[config.mk]
export PLATFORM = sky130hd
export DESIGN_NAME = priority_bus_demux
export DESIGN_NICKNAME = d
export VERILOG_FILES = /design/src/rtl/priority_bus_demux.sv
export SDC_FILE = /design/constraint.sdc
export NUM_CORES = 1
export LEC_CHECK = 0
export BUFFER_PORTS_ARGS = -buffer_cell sky130_fd_sc_hd__buf_4
export CORE_ASPECT_RATIO = 0.9
export CORE_MARGIN = 2
export CORE_UTILIZATION = 25
export CTS_BUF_LIST = sky130_fd_sc_hd__clkbuf_4
export DETAILED_ROUTE_END_ITERATION = 7
export GPL_TIMING_DRIVEN = 0
export SLEW_MARGIN = 20
export SYNTH_ARGS = -nofsm -noshare
export SYNTH_HDL_FRONTEND = slang
export SYNTH_SLANG_ARGS = --single-unit
export TNS_END_PERCENT = 20
[constraint.sdc]
create_clock -name clk -period 3.5 [get_ports clk]
set_clock_uncertainty 0.05 [all_clocks]
set_input_delay 0.7 -clock clk [delete_from_list [all_inputs] [get_ports clk]]
set_output_delay 0.7 -clock clk [all_outputs]
set_load 0.01 [all_outputs]
[src/rtl/priority_bus_demux.sv]
// Receive side of the prioritised 4-requester byte bus: steers granted transfers
// into four per-channel FIFOs, drains each independently, and acknowledges every push.
module priority_bus_demux #(
  parameter int unsigned DATA_W = 8,
  parameter int unsigned DEPTH  = 2
) (
  input  logic              clk,
  input  logic              rst,
  input  logic              in_valid,
  input  logic [1:0]        in_sel,
  input  logic [DATA_W-1:0] in_data,
  output logic              in_ready,
  output logic [3:0]        ack,
  output logic [3:0]        out_valid,
  input  logic [3:0]        out_ready,
  output logic [DATA_W-1:0] out_data0,
  output logic [DATA_W-1:0] out_data1,
  output logic [DATA_W-1:0] out_data2,
  output logic [DATA_W-1:0] out_data3
);

  localparam int unsigned PW = (DEPTH > 1) ? $clog2(DEPTH) : 1;
  localparam int unsigned CW = PW + 1;
  localparam logic [CW-1:0] FULL = CW'(DEPTH);

  logic [DATA_W-1:0] mem  [4][DEPTH];
  logic [PW-1:0]     wptr [4];
  logic [PW-1:0]     rptr [4];
  logic [CW-1:0]     cnt  [4];

  logic       push;
  logic [3:0] wr;
  logic [3:0] pop;

  // A full channel refuses the push even if it drains this cycle: no pass-through.
  always_comb begin
    in_ready  = (cnt[in_sel] != FULL);
    push      = in_valid && in_ready;
    wr        = push ? (4'b0001 << in_sel) : 4'b0000;
    out_valid = '0;
    pop       = '0;
    for (int unsigned i = 0; i < 4; i++) begin
      out_valid[i] = (cnt[i] != '0);
      pop[i]       = out_valid[i] && out_ready[i];
    end
  end

  always_ff @(posedge clk or posedge rst) begin
    if (rst) begin
      ack <= '0;
      for (int unsigned i = 0; i < 4; i++) begin
        wptr[i] <= '0;
        rptr[i] <= '0;
        cnt[i]  <= '0;
        for (int unsigned j = 0; j < DEPTH; j++) begin
          mem[i][j] <= '0;
        end
      end
    end else begin
      ack <= wr;
      for (int unsigned i = 0; i < 4; i++) begin
        if (wr[i]) begin
          mem[i][wptr[i]] <= in_data;
          wptr[i]         <= wptr[i] + PW'(1);
        end
        if (pop[i]) begin
          rptr[i] <= rptr[i] + PW'(1);
        end
        case ({wr[i], pop[i]})
          2'b10:   cnt[i] <= cnt[i] + CW'(1);
          2'b01:   cnt[i] <= cnt[i] - CW'(1);
          default: cnt[i] <= cnt[i];
        endcase
      end
    end
  end

  assign out_data0 = mem[0][rptr[0]];
  assign out_data1 = mem[1][rptr[1]];
  assign out_data2 = mem[2][rptr[2]];
  assign out_data3 = mem[3][rptr[3]];

endmodule
==> reports/metrics.yaml, run 1 <==
timing:
  hold_violations: 0
  grt_setup_unrepaired: "no"
  fin_crit_sh: 0.806
  fmax_mhz: 355
  period_needed_ns: 2.82
  tightest_slew_ns: 0.698
  maxSlewHeadroom: 0.533
  slew_violations: 0
  setup_viol_count_final: 0
  hold_slack_ns: 0.187
synth:
  synth_top_area_cell: "dfrtp_1"
  synth_top_area_frac: 0.557
  yosys-top-cells-area: "dfrtp_1, mux2_2, mux2_4"
  avgSynthCellArea_um2: 15.0
  mappedNetlistNets: 273
  synth_area_mm2: 0.00377
  yosysWarnings: 0
  yosysSeqAreaShare: 0.557
  ys_ff_latch: 84
  synthDistinctLibCells: 27
  syn-instance-count: 252
placement:
  dpl_cell_area_mm2: 0.00447
  io_buffers: 55
  gp_congestion: 0.724
  dpl.hpwl_mm: 5.74
cts:
  clkSlewWorstSetupHoldPaths_ns: 0.13
  clockBufferDepth: 2
  htree_num_levels: 3
  clock_latency_ns: 0.44
  cts-root-buf: "clkbuf_4"
  cts_buffers: 9
  cts_setup_buffers: 0
  hold_buffers: 0
  cts_tree: "done"
  cts.sinks: 84
  ctsResizeCount: 0
floorplan:
  start_util: 0.257
  num_rows: 42
  fp.dieW_um: 134
  dieArea_mm2: 0.0161
  coreArea_mm2: 0.0147
  io_pins: 58
  die_height_um: 121
global_route:
  gr-usage-all-layers: 0.110
  grt_max_degree: 58
  busiest_layer: "met2"
  grt_pass1_vias: 2393
  gr-usage-met3: 0.0377
  antenna_found_initial: 0
  grt.met2_usage: 0.169
  overflow: 0
  use_met1: 0.146
  grt_pass1_wl_mm: 13.1
routing:
  drtPass1Iterations: 4
  wl_per_cell_um: 15.8
  ant_nets: 0
  route.detailed.drc: 0
  vias: 2220
  first_iter_violations: 77
  vias_per_cell: 4.26
  wl_mm: 8.21
layout:
  drive_gt1_frac: 0.563
  finalInstanceArea_mm2: 0.00457
  post-route-util: 0.311
  fillCellCount: 1493
  n_antenna_cell: 0
  area_growth_pct: 21.1
  nNetsFinal: 340
power_and_ir_drop:
  ir_worst_vdd_mv: 0.423
  p_per_area_mw_per_mm2: 898
  leakagePower_uw: 0.00204
worst_setup_path:
  crit_path_max_fanout: 4
  required_ns: 2.75
  cp_slowest_cell: "mux4_1"
  worstPathCellList: "nor2b_1, inv_1, mux4_1, buf_4"
  crit_type: "reg -> out"
  path_buf_inv: 2
  worstSetupEndpointType: "primary output"
  cpLargestDelayFamily: "multiplexers"
  critPathArrivalTime_ns: 2.07
  max_stage_delay_ns: 0.54
  cp-start-kind: "flop"
status:
  outcome: "finished, final reports clean"
worst_hold_path:
  hp-class: "in -> async"
run:
  cap_violations: 0
[area by class of cell]
type                            count  area (um^2)  area share
Timing Repair Buffer               56          440      0.0964
Tap cell                          198          248      0.0542
Inverter                            6         25.0     0.00547
Clock inverter                      5         30.0     0.00657
Sequential cell                    84         2100       0.460
Multi-Input combinational cell    154         1610       0.352
Clock buffer                       10         75.1      0.0164
Buffer                              8         41.3     0.00903
[per-layer routing]
| layer | vias to the layer above | wire (um) |
|---|---|---|
| li1 | 1018 | - |
| met4 | 0 | 99 |
| met1 | 1145 | 3950 |
| met3 | 9 | 378 |
| met2 | 48 | 3780 |
| met5 | - | 0 |
[synthesized netlist by cell type (all sizes together)]
| library cell | count |
|---|---|
| mux2 | 96 |
| dfrtp | 84 |
| xnor2 | 12 |
| xor2 | 8 |
| inv | 6 |
| nor2 | 6 |
| and2 | 4 |
| buf | 4 |
| clkbuf | 4 |
| ha | 4 |
| or2 | 4 |
| nand2b | 3 |
| nand4 | 3 |
| nand4b | 2 |
| nor2b | 2 |
| nor4b | 2 |
| and2b | 1 |
| and3 | 1 |
| and4 | 1 |
| mux4 | 1 |
| nand2 | 1 |
| nand3 | 1 |
| nor3 | 1 |
| or4 | 1 |
[worst reg2reg max path, delay by kind of cell (launching register included)]
kind          cells  cell delay (ns)
flops             1             0.42
mux               1             0.41
simple gates      2             0.84
[cells in the final DEF (no fill, tap or decap), drive strengths merged, types with 2 or more instances in the layout]
master and instances:
and2 4, buf 60, clkbuf 14, clkinv 3, clkinvlp 2, dfrtp 84
ha 4, inv 6, mux2 96, nand2b 3, nand4 3, nand4b 2
nor2 6, nor2b 2, nor4b 2, or2 4, xnor2 12, xor2 8
[sequential cells by signal, indices dropped and copies added, names as in the netlist]
signal,count
rptr,4
mem,64
cnt,8
ack,4
wptr,4
[per-stage QoR]
stage          TNS, ns  instances  total power [uW]  worst slack, ns
4_1_cts              0        521              4170            0.635
5_1_grt              0        521              4410            0.509
3_3_place_gp    -30.77        505              3610           -0.374
3_5_place_dp         0        506              3680             1.17
2_1_floorplan        0        252              2910            0.585
6_report             0        521              4110            0.679
[cells by family after synthesis]
logic type	share of synthesized area
multiplexers	0.301
XOR/XNOR	0.0464
flip-flops	0.557
adder cells (fa/ha/maj)	0.0133
AND/OR/NAND/NOR	0.0653
buffers and inverters	0.0169
[path summary, 6_finish.rpt]
path,start,endpoint,slack [ns],cells after the start
setup / recovery,cnt[2]$_DFFE_PP0P_,in_ready,0.68,4
hold reg to reg,cnt[7]$_DFFE_PP0P_,cnt[7]$_DFFE_PP0P_,0.44,1
hold / removal,rst,mem[34]$_DFFE_PP0P_,0.19,2
min in group clk,cnt[7]$_DFFE_PP0P_,cnt[7]$_DFFE_PP0P_,0.44,1
max in group asynchronous,rst,mem[49]$_DFFE_PP0P_,2.60,3
setup reg to reg,cnt[3]$_DFFE_PP0P_,mem[16]$_DFFE_PP0P_,1.68,3
[power by group]
part / internal (uW) / switching [uW]
Sequential: 1440 / 253
Clock: 146 / 327
Combinational: 1150 / 790
Power figures use the tool's default switching activity.
==> inputs of run 2 (changes only) <==
==> constraint.sdc (replaced) <==
create_clock -name clk -period 2.76 [get_ports clk]
set_clock_uncertainty 0.05 [all_clocks]
set_input_delay 0.552 -clock clk [delete_from_list [all_inputs] [get_ports clk]]
set_output_delay 0.552 -clock clk [all_outputs]
set_load 0.01 [all_outputs]
==> reports/metrics.yaml, run 2 (synthesis gave the netlist of run 1 again) <==
power_and_ir_drop:
  ir_worst_vdd_mv: 0.467
  leakagePower_uw: 0.00208
  p_per_area_mw_per_mm2: 1190
worst_setup_path:
  r2r_slack_ns: 0.88
  cp-start-kind: "flop"
  crit_type: "reg -> out"
  required_ns: 2.16
  worstPathCellList: "nor2b_2, inv_1, mux4_1, buf_4"
  critPathArrivalTime_ns: 1.89
  crit_path_max_fanout: 4
  reg2reg_depth: 3
  max_stage_delay_ns: 0.52
  worstSetupEndpointType: "primary output"
  cp_slowest_cell: "mux4_1"
timing:
  setup-tns-final_ns: 0
  grt_setup_unrepaired: "no"
  fin_crit_sh: 0.903
  tightest_slew_ns: 0.751
  fmax_mhz: 401
  maxSlewHeadroom: 0.497
  setup_viol_count_final: 0
  period_needed_ns: 2.49
  hold_violations: 0
  slew_violations: 0
  layout_setup_ws_ns: 0.267
placement:
  dpl.hpwl_mm: 5.83
  placement.setup.worst_slack_ns: 0.629
  io_buffers: 55
  gp_congestion: 0.714
cts:
  cts_buffers: 9
  cts-root-buf: "clkbuf_4"
  ctsResizeCount: 0
  hold_buffers: 0
  cts.sinks: 84
  cts_setup_buffers: 0
  cts_tree: "done"
  clockBufferDepth: 2
  htree_num_levels: 3
  clock_latency_ns: 0.43
  clkSlewWorstSetupHoldPaths_ns: 0.12
routing:
  first_iter_violations: 41
  route.detailed.drc: 0
  vias: 2200
  drtPass1Iterations: 4
  vias_per_cell: 4.21
  wl_mm: 8.10
  ant_nets: 0
  wl_per_cell_um: 15.5
layout:
  final_common_cell: "mux2_2"
  area_growth_pct: 24.2
  drive_gt1_frac: 0.566
  largestRegisters: "mem x64, cnt x8"
  most-common-layout-cells: "mux2_2, dfrtp_1, buf_4, xnor2_1, clkbuf_4"
  regMostFlops: "mem"
  largest_reg_flops: 64
  n_antenna_cell: 0
  nNetsFinal: 341
global_route:
  gr-usage-all-layers: 0.108
  antenna_found_initial: 0
  grt_max_degree: 35
  grt_pass1_wl_mm: 12.8
  grt_pass1_vias: 2326
  overflow: 0
floorplan:
  fp.dieW_um: 134
  dieArea_mm2: 0.0161
  die_height_um: 121
  start_util: 0.257
  coreArea_mm2: 0.0147
  io_pins: 58
  num_rows: 42
run:
  cap_violations: 0
status:
  outcome: "finished, final reports clean"
worst_hold_path:
  hp-class: "in -> async"
==> run 2: per-layer routing <==
metal | up-vias | wire length (um) | track usage
met5 | - | 0 | 0
met4 | 0 | 75 | 0.0339
met3 | 9 | 352 | 0.0335
met2 | 45 | 3870 | 0.173
met1 | 1114 | 3800 | 0.141
li1 | 1032 | - | -
==> run 2: area by class of cell <==
type | count | area (um^2)
fillers | 1502 | 10000
flip-flops and latches | 84 | 2100
multi-input cells | 154 | 1610
repair buffers | 57 | 453
well taps | 198 | 248
clock inverters | 7 | 139
clock buffers | 9 | 67.6
plain buffers | 8 | 41.3
inverters | 6 | 26.3
==> run 2: metrics by stage <==
| stage | cell area, um^2 | total power [uW] | instances | hold slack, ns | utilization |
|---|---|---|---|---|---|
| detailed placement | 4480 | 4690 | 507 | 0.433 | 0.304 |
| CTS | 4690 | 5660 | 523 | 0.0839 | 0.318 |
| floorplan | 3780 | 3690 | 252 | 0.397 | - |
| finish | 4690 | 5560 | 523 | 0.0912 | 0.319 |
| global route | 4690 | 5940 | 523 | 0.0967 | 0.319 |
| global placement | 4440 | 4600 | 505 | 0.417 | 0.302 |
==> run 2: final timing paths <==
path                                    start             endpoint
min reg2reg                cnt[3]$_DFFE_PP0P_   cnt[3]$_DFFE_PP0P_
max reg2reg                cnt[3]$_DFFE_PP0P_  mem[18]$_DFFE_PP0P_
min                                       rst  mem[16]$_DFFE_PP0P_
max                        cnt[2]$_DFFE_PP0P_             in_ready
max in group asynchronous                 rst  mem[49]$_DFFE_PP0P_
min in group clk                   in_data[0]   mem[8]$_DFFE_PP0P_
==> run 2: power breakdown <==
part	internal [uW]	switching, uW	leakage [uW]
clock	546	412	0.0000998
combinational	1460	993	0.000968
sequential	1820	322	0.00102
total	3830	1730	0.00208
==> run 2: worst max-delay path: cells and delay by family, from the launching register on <==
| family | cells | cell delay (ns) |
|---|---|---|
| AND/OR/NAND/NOR | 1 | 0.26 |
| buffers and inverters | 2 | 0.23 |
| multiplexers | 1 | 0.52 |
| flip-flops | 1 | 0.45 |
